## src/rtl/mem_stage_ctrl_if.sv

```systemverilog
// Bus bundle between the MEM-stage controller, the EX/MEM register,
// the data memory and the pipeline stall/writeback consumers.
interface mem_stage_ctrl_if #(
   parameter int ADDR_W = 32,
   parameter int DATA_W = 32
);
   // EX/MEM side
   logic              start_i;
   logic              MemRead_i;
   logic              MemWrite_i;
   logic [ADDR_W-1:0] addr_i;
   logic [DATA_W-1:0] wdata_i;
   // data memory side
   logic              mem_req_o;
   logic              mem_we_o;
   logic [ADDR_W-1:0] mem_addr_o;
   logic [DATA_W-1:0] mem_wdata_o;
   logic              mem_ack_i;
   logic [DATA_W-1:0] mem_rdata_i;
   // pipeline control / MEM/WB side
   logic              stall_o;
   logic [DATA_W-1:0] rdata_o;
   logic              rdata_valid_o;
   logic              misalign_o;
   logic              timeout_o;

   // pipeline + memory: drives requests and acks, observes the controller
   modport master (
      output start_i, MemRead_i, MemWrite_i, addr_i, wdata_i,
      output mem_ack_i, mem_rdata_i,
      input  mem_req_o, mem_we_o, mem_addr_o, mem_wdata_o,
      input  stall_o, rdata_o, rdata_valid_o, misalign_o, timeout_o
   );

   // controller
   modport slave (
      input  start_i, MemRead_i, MemWrite_i, addr_i, wdata_i,
      input  mem_ack_i, mem_rdata_i,
      output mem_req_o, mem_we_o, mem_addr_o, mem_wdata_o,
      output stall_o, rdata_o, rdata_valid_o, misalign_o, timeout_o
   );
endinterface

```

## src/rtl/mem_stage_ctrl.sv

```systemverilog
// Memory-stage access controller: turns EX/MEM load/store controls into a
// req/ack memory transaction, stalls the pipeline while it is in flight,
// registers load data for MEM/WB and flags misaligned or timed-out accesses.
module mem_stage_ctrl #(
   parameter int ADDR_W  = 32,
   parameter int DATA_W  = 32,
   parameter int TIMEOUT = 16
) (
   input logic             clk_i,
   input logic             rst_i,
   mem_stage_ctrl_if.slave bus
);

   localparam int CNT_W = $clog2(TIMEOUT) + 1;
   localparam logic [CNT_W-1:0] CNT_LAST = CNT_W'(TIMEOUT - 1);

   typedef enum logic [1:0] {IDLE, ACCESS, DONE} state_t;

   state_t            state;
   logic [CNT_W-1:0]  cnt;
   logic              req;
   logic              we;
   logic [ADDR_W-1:0] addr;
   logic [DATA_W-1:0] wdata;
   logic [DATA_W-1:0] rdata;
   logic              rdata_valid;
   logic              misalign;
   logic              timeout;
   logic              acc;
   logic              aligned;

   assign acc     = bus.start_i & (bus.MemRead_i | bus.MemWrite_i);
   assign aligned = (bus.addr_i[1:0] == 2'b00);

   // Stall is combinational so the pipeline freezes in the cycle the access
   // appears; DONE releases it so the pipeline advances without re-issuing.
   assign bus.stall_o = ~rst_i & (((state == IDLE) & acc & aligned) | (state == ACCESS));

   assign bus.mem_req_o     = req;
   assign bus.mem_we_o      = we;
   assign bus.mem_addr_o    = addr;
   assign bus.mem_wdata_o   = wdata;
   assign bus.rdata_o       = rdata;
   assign bus.rdata_valid_o = rdata_valid;
   assign bus.misalign_o    = misalign;
   assign bus.timeout_o     = timeout;

   // Access FSM with registered memory-side and status outputs.
   always_ff @(posedge clk_i) begin
      if (rst_i) begin
         state       <= IDLE;
         cnt         <= '0;
         req         <= 1'b0;
         we          <= 1'b0;
         addr        <= '0;
         wdata       <= '0;
         rdata       <= '0;
         rdata_valid <= 1'b0;
         misalign    <= 1'b0;
         timeout     <= 1'b0;
      end else begin
         rdata_valid <= 1'b0;
         misalign    <= 1'b0;
         timeout     <= 1'b0;
         case (state)
            IDLE: begin
               if (acc) begin
                  if (aligned) begin
                     addr  <= bus.addr_i;
                     wdata <= bus.wdata_i;
                     we    <= bus.MemWrite_i;
                     cnt   <= '0;
                     req   <= 1'b1;
                     state <= ACCESS;
                  end else begin
                     misalign <= 1'b1;
                  end
               end
            end
            ACCESS: begin
               // ack on the final counted cycle takes priority over the timeout
               if (bus.mem_ack_i) begin
                  req <= 1'b0;
                  if (!we) begin
                     rdata       <= bus.mem_rdata_i;
                     rdata_valid <= 1'b1;
                  end
                  state <= DONE;
               end else if (cnt == CNT_LAST) begin
                  req         <= 1'b0;
                  rdata       <= '0;
                  rdata_valid <= ~we;
                  timeout     <= 1'b1;
                  state       <= DONE;
               end else begin
                  cnt <= cnt + 1'b1;
               end
            end
            DONE: begin
               state <= IDLE;
            end
            default: begin
               state <= IDLE;
               req   <= 1'b0;
            end
         endcase
      end
   end

endmodule

```

## src/flat_wrapper.sv

```systemverilog
// flat-port wrapper written by rule: the top's interface ports become plain ports
module mem_stage_ctrl_flat 
#(
   parameter int ADDR_W  = 32,
   parameter int DATA_W  = 32,
   parameter int TIMEOUT = 16
)
  (clk_i, rst_i, bus_start_i, bus_MemRead_i, bus_MemWrite_i, bus_addr_i, bus_wdata_i, bus_mem_ack_i, bus_mem_rdata_i, bus_mem_req_o, bus_mem_we_o, bus_mem_addr_o, bus_mem_wdata_o, bus_stall_o, bus_rdata_o, bus_rdata_valid_o, bus_misalign_o, bus_timeout_o);
  mem_stage_ctrl_if #(.ADDR_W(ADDR_W), .DATA_W(DATA_W)) bus_i ();
  input logic clk_i;
  input logic rst_i;
  input wire logic [$bits(bus_i.start_i)-1:0] bus_start_i;
  input wire logic [$bits(bus_i.MemRead_i)-1:0] bus_MemRead_i;
  input wire logic [$bits(bus_i.MemWrite_i)-1:0] bus_MemWrite_i;
  input wire logic [$bits(bus_i.addr_i)-1:0] bus_addr_i;
  input wire logic [$bits(bus_i.wdata_i)-1:0] bus_wdata_i;
  input wire logic [$bits(bus_i.mem_ack_i)-1:0] bus_mem_ack_i;
  input wire logic [$bits(bus_i.mem_rdata_i)-1:0] bus_mem_rdata_i;
  output wire logic [$bits(bus_i.mem_req_o)-1:0] bus_mem_req_o;
  output wire logic [$bits(bus_i.mem_we_o)-1:0] bus_mem_we_o;
  output wire logic [$bits(bus_i.mem_addr_o)-1:0] bus_mem_addr_o;
  output wire logic [$bits(bus_i.mem_wdata_o)-1:0] bus_mem_wdata_o;
  output wire logic [$bits(bus_i.stall_o)-1:0] bus_stall_o;
  output wire logic [$bits(bus_i.rdata_o)-1:0] bus_rdata_o;
  output wire logic [$bits(bus_i.rdata_valid_o)-1:0] bus_rdata_valid_o;
  output wire logic [$bits(bus_i.misalign_o)-1:0] bus_misalign_o;
  output wire logic [$bits(bus_i.timeout_o)-1:0] bus_timeout_o;
  assign bus_i.start_i = bus_start_i;
  assign bus_i.MemRead_i = bus_MemRead_i;
  assign bus_i.MemWrite_i = bus_MemWrite_i;
  assign bus_i.addr_i = bus_addr_i;
  assign bus_i.wdata_i = bus_wdata_i;
  assign bus_i.mem_ack_i = bus_mem_ack_i;
  assign bus_i.mem_rdata_i = bus_mem_rdata_i;
  assign bus_mem_req_o = bus_i.mem_req_o;
  assign bus_mem_we_o = bus_i.mem_we_o;
  assign bus_mem_addr_o = bus_i.mem_addr_o;
  assign bus_mem_wdata_o = bus_i.mem_wdata_o;
  assign bus_stall_o = bus_i.stall_o;
  assign bus_rdata_o = bus_i.rdata_o;
  assign bus_rdata_valid_o = bus_i.rdata_valid_o;
  assign bus_misalign_o = bus_i.misalign_o;
  assign bus_timeout_o = bus_i.timeout_o;
  mem_stage_ctrl #(.ADDR_W(ADDR_W), .DATA_W(DATA_W), .TIMEOUT(TIMEOUT)) u_core (.clk_i(clk_i), .rst_i(rst_i), .bus(bus_i));
endmodule
```

## config.mk

```make
export PLATFORM = sky130hd
export DESIGN_NAME = mem_stage_ctrl_flat
export DESIGN_NICKNAME = d
export VERILOG_FILES = /design/src/rtl/mem_stage_ctrl_if.sv /design/src/rtl/mem_stage_ctrl.sv /design/src/flat_wrapper.sv
export SDC_FILE = /design/constraint.sdc
export NUM_CORES = 1
export LEC_CHECK = 0
export BUFFER_PORTS_ARGS = -buffer_cell sky130_fd_sc_hd__buf_2
export CAP_MARGIN = 20
export CORE_MARGIN = 10
export CORE_UTILIZATION = 48
export DETAILED_ROUTE_END_ITERATION = 8
export PLACE_DENSITY = 0.85
export SKIP_CTS_REPAIR_TIMING = 1
export SLEW_MARGIN = 20
export SYNTH_ARGS = -nofsm -noshare
export SYNTH_HDL_FRONTEND = slang
export SYNTH_SLANG_ARGS = --single-unit
export TNS_END_PERCENT = 1
```

## constraint.sdc

```tcl
create_clock -name clk_i -period 4.3 [get_ports clk_i]
set_input_delay 0.43 -clock clk_i [delete_from_list [all_inputs] [get_ports clk_i]]
set_output_delay 0.43 -clock clk_i [all_outputs]
set_load 0.01 [all_outputs]
```

### After elaboration in Yosys (flattened, before gate mapping)

Cells that the tools add are included.

* register bits: 108
* input bits: 102
* output and inout port bits: 102
* logic and storage cells: 67

* $add $sub $neg: 1
* equal/unequal tests: 9
* mux-type cells: 23
* bitwise logic cells: 12
* reduce and logical (&&, ||, !) cells: 12

Operators with widths (number)
* $mux 32: 3
* $mux 5: 4
* $pmux 5 s2: 1
* $mux 1: 9
* $reduce_and 3->1: 3
* $mux 2: 4
* $ne 2x2->1 const B: 3
* $not 1->1: 6
* $reduce_or 3->1: 2
* $add 5x1->5 const B: 1
* $eq 5x4->1 const B: 1
* $reduce_and 5->1: 1
* $and 1x1->1: 4
* $logic_not 2->1: 2
* $ne 2x1->1 const B: 2
* $pmux 2 s2: 1
* $reduce_and 4->1: 1
* $reduce_bool 2->1: 2
* $ne 3x3->1 const B: 1
* $pmux 1 s3: 1
* $eq 2x1->1 const B: 1
* $eq 2x2->1 const B: 1
* $or 1x1->1: 2
* $reduce_or 2->1: 1

### Longest topological paths before layout

* depth after elaboration: 6
* gate-level depth with buffers: 8
* gate-level depth less buffers: 7

### Worst setup path before layout

OpenSTA, ideal clock, no wires.

* path type: input -> output
* from: input bus_addr_i[0]
* to: output bus_stall_o
* arrival: 1796 ps
* required time: 3870 ps
* path slack: 2074 ps
* cell stages on the path: 5
* buffers on the path: 2
* cells stage by stage: or4b_4 or3_4 buf_6 buf_6 a21oi_2

* longest elaborated chain between the ends: 4

RTL lines
* start, declared: line flat_wrapper.sv:15 `input wire logic [$bits(bus_i.addr_i)-1:0] bus_addr_i;`
* $logic_not 2->1: line mem_stage_ctrl.sv:33 `assign aligned = (bus.addr_i[1:0] == 2'b00);`
* $and 1x1->1: line mem_stage_ctrl.sv:37 `assign bus.stall_o = ~rst_i & (((state == IDLE) & acc & aligned) | (state == ACCESS));`
* $or 1x1->1: line mem_stage_ctrl.sv:37
* $and 1x1->1: line mem_stage_ctrl.sv:37
* end, declared: line flat_wrapper.sv:23 `output wire logic [$bits(bus_i.stall_o)-1:0] bus_stall_o;`

No other way between the ends.

### Final worst setup path

* from: register u_core.state[0]
* to: output bus_stall_o

* longest elaborated chain between the ends: 5
* elaborated cells between the ends (all ways): 6
* those cells by class: eq/ne: 1; bitwise: 4; reduce/logical: 1

RTL lines
* start, declared: line mem_stage_ctrl.sv:19 `state_t state;`
* start signal, assigned: line mem_stage_ctrl.sv:51 `state <= IDLE;`
* start signal, assigned: line mem_stage_ctrl.sv:74 `state <= ACCESS;`
* start signal, assigned: line mem_stage_ctrl.sv:88 `state <= DONE;`
* $logic_not 2->1: line mem_stage_ctrl.sv:37
* $and 1x1->1 (2 in a row): line mem_stage_ctrl.sv:37
* $or 1x1->1 *: line mem_stage_ctrl.sv:37
* $and 1x1->1 *: line mem_stage_ctrl.sv:37

Every way passes the cells marked *; elsewhere a longest branch is shown, timed or not.

==> summary.txt <==
Min path
  – Type of the worst min-delay path: in2reg
  – Hold Startpoint: bus_wdata_i[1]
  – Worst hold path endpoint: u_core.bus.mem_wdata_o[1]
  – Worst hold stages: 3

Global route
  – First-pass GRT wire length: roughly 17,000 um
  – Vias in the first global route: roughly 3,600
  – Initial antenna violation count: 0
  – Total track usage: between 10% and 20%
  – Overflow after GRT: 0
  – Largest net degree at the start of global routing: 70

Synth
  – Syn_nets: roughly 550
  – Register bit total from synthesis: between 100 and 150
  – Post-Syn Instances: between 400 and 500
  – Mapped Area: between 3000 and 4000 um2
  – Synth area leaders: dfxtp_1 (57%), nand2_1 (13%), a21oi_1 (8.9%), a22oi_1 (6.3%), nor2_1 (4.0%)
  – Post-synthesis sequential area ratio: around 57%
  – Synth top area share: between 50 and 60%
  – Yosys warning count: 0
  – Syn_area_per_cell: approximately 8.6 um2
  – Yosys top cell by area: dfxtp_1
  – Post-synthesis cell type count: 28

Worst setup path
  – Slowest Stage Delay on Critical Path: 0.65 ns
  – R2R setup slack: ~2 ns
  – CP Cell Sequence: or4b_4, or3_4, a21oi_2, buf_2
  – Critical path type: reg2out
  – Worst setup SP type: flip-flop
  – Critical Path AT: between 2 and 2.5 ns
  – Worst r2r src: u_core.cnt[0]
  – CP required: between 3 and 4 ns
  – Worst-path fanout max: 66
  – Slowest cell on crit path: or3_4
  – R2R cell count: 7
  – RR Endpoint: u_core.cnt[1]
  – CP endpoint kind: output port

Power
  – Worst VDD drop: 0.000208 V
  – Power density over cell area: ~360 nW/um2
  – Leakage: approximately 0.0023 uW

Run status
  – Status: finished clean

Layout
  – Layout cells sized above 1: about 36%
  – N_diodes: 0
  – Final nets: 730
  – Commonest cells after routing, fill and taps aside: buf_2 (202), nand2_1 (129), dfxtp_1 (108)
  – Fill cells: slightly below 700
  – FF/Latch Area: between 2000 and 2500 um2
  – Area delta synth->final: 30.3%
  – Fin cells: around 730
  – Area occupied by multi-input gates: 1460 um2
  – Design area: between 4000 and 5000 um2
  – Commonest non-fill, non-tap cell in the layout: buf_2

Floorplanning
  – Initial Util: between 40% and 50%
  – Die W: 109 um
  – Die H: 109 um
  – Die ar.: 11,900 um2
  – Core footprint: 7730 um2
  – I/O pin total: between 200 and 250
  – FP Rows: 32

Place
  – Dpl cell area: ~4800 um2
  – DPL Wire Length: between 8000 and 9000 um
  – Routability congestion estimate from global placement: 0.790
  – Placed Cells: 717
  – Dpl ws: between 1.5 and 2 ns
  – Buffers added on ports: between 200 and 250

Timing
  – Clock Skew: roughly 0.013 ns
  – Hold Fails Final Rpt: 0
  – Fin Setup TNS: 0 ns
  – Rel. slew slack: a little under half
  – Final setup violation count: 0
  – Worst-margin pin slew: 0.801 ns
  – Min Hold Slack: between 0.3 and 0.4 ns
  – Fin crit share: 64.9%
  – PnR worst setup slack: ~1.5 ns
  – Fmax: about 0.36 GHz
  – Final Max Slew Viols: 0
  – Final Critical Period: approximately 2.8 ns
  – RSZ-0062 raised after global routing: false

Clocking
  – H-tree depth: 3
  – Worst skew pair latency: 0.35 ns
  – Clock Sinks: around 110
  – Clk pin slew, worst setup/hold paths: 0.10 ns
  – Longest Clk Path Bufs: 2
  – Cts bufs inserted: 9
  – CTS root buffer: clkbuf_8
  – CTS tree: done

Drt
  – Drt wl/cell: 15.4 um
  – Initial DRC Count: around 150
  – Drt via density: 5.03
  – Post-detailed-route count of antenna-violating nets: 0
  – Final wirelength: 11,300 um
  – DRC viols: 0
  – DR vias: around 3,700
  – First-pass DRT Iterations: 4

Job
  – Max-cap violations: 0
-- flip-flops by register name (all words and copies together), names as in the netlist --
| register | flops |
|---|---|
| u_core.state | 2 |
| u_core.bus.mem_addr_o | 32 |
| u_core.bus.timeout_o | 1 |
| u_core.bus.rdata_o | 32 |
| u_core.bus.mem_wdata_o | 32 |
| u_core.cnt | 5 |
| u_core.bus.rdata_valid_o | 1 |
| u_core.bus.mem_we_o | 1 |
| u_core.bus.mem_req_o | 1 |
| u_core.bus.misalign_o | 1 |
-- worst max path at each step --
stage | startpoint | end | slack (ns) | depth (start not counted)
final | u_core.state[0] | bus_stall_o | 1.51 | 4
after global routing | u_core.state[0] | bus_stall_o | 1.44 | 4
after CTS | u_core.state[0] | bus_stall_o | 1.52 | 4
after detailed placement | bus_addr_i[0] | bus_stall_o | 1.74 | 5
after global placement | bus_addr_i[0] | bus_stall_o | 1.76 | 5
after floorplan | bus_addr_i[0] | bus_stall_o | 2.07 | 5
-- synth_stat cells (all sizes together) --
cell type / count
o21ai: 2
ha: 2
a22oi: 32
nor4: 1
nand3: 3
nand2b: 1
nor2b: 3
or3: 1
nand3b: 1
dfxtp: 108
and3: 4
a21oi: 69
a31oi: 1
nand4b: 1
nor2: 41
buf: 11
o31a: 1
or4b: 2
inv: 2
nand2: 129
and2: 1
nor3: 4
clkbuf: 21
o41ai: 1
-- cell type report --
| cell class | instances | share of cell area [%] |
|---|---|---|
| sequential | 108 | 43.5 |
| multi-input combinational | 300 | 29.3 |
| timing repair buffer | 205 | 20.8 |
| clock buffer | 12 | 2.72 |
| tap | 102 | 2.57 |
| clock inverter | 4 | 1.01 |
| inverter | 2 | 0.151 |
-- worst max-delay path, delay by kind of cell, from the launching register on --
family	cells	cell delay, ns
AOI/OAI and AO/OA	1	0.23
buffers and inverters	1	0.15
DFF	1	0.37
and+or+nand+nor	2	1.24
-- layer usage --
layer	share of wire [%]	wire length (um)	vias to the layer above	global-route usage, %
met3	12	1320	21	7.55
met1	35	4010	1681	17.7
li1	-	-	1836	-
met2	51	5730	146	31.4
met5	0	0	-	0
met4	2.0	230	0	6.60
-- logic make-up (layout without fill, tap and decap cells) --
logic type,count (synthesis),in the layout,synth area share [%]
fa+ha+maj,2,2,0.655
buf+inv,34,223,5.50
flops,108,108,56.6
compound gates,106,106,16.3
simple gates,192,192,20.9
-- metrics by stage --
stage	utilization [%]	power, uW
CTS	64.4	1800
finish	64.4	1780
detailed placement	62.0	1210
global route	64.4	1840
global placement	61.9	1210
floorplan	-	1130
-- power by group --
group	leakage [uW]	internal (uW)	switching (uW)
clock	0.0000866	270	320
combinational	0.00133	67.1	85.9
sequential	0.000874	1020	11.3
Note: power is estimated with default switching activity, not from simulation.
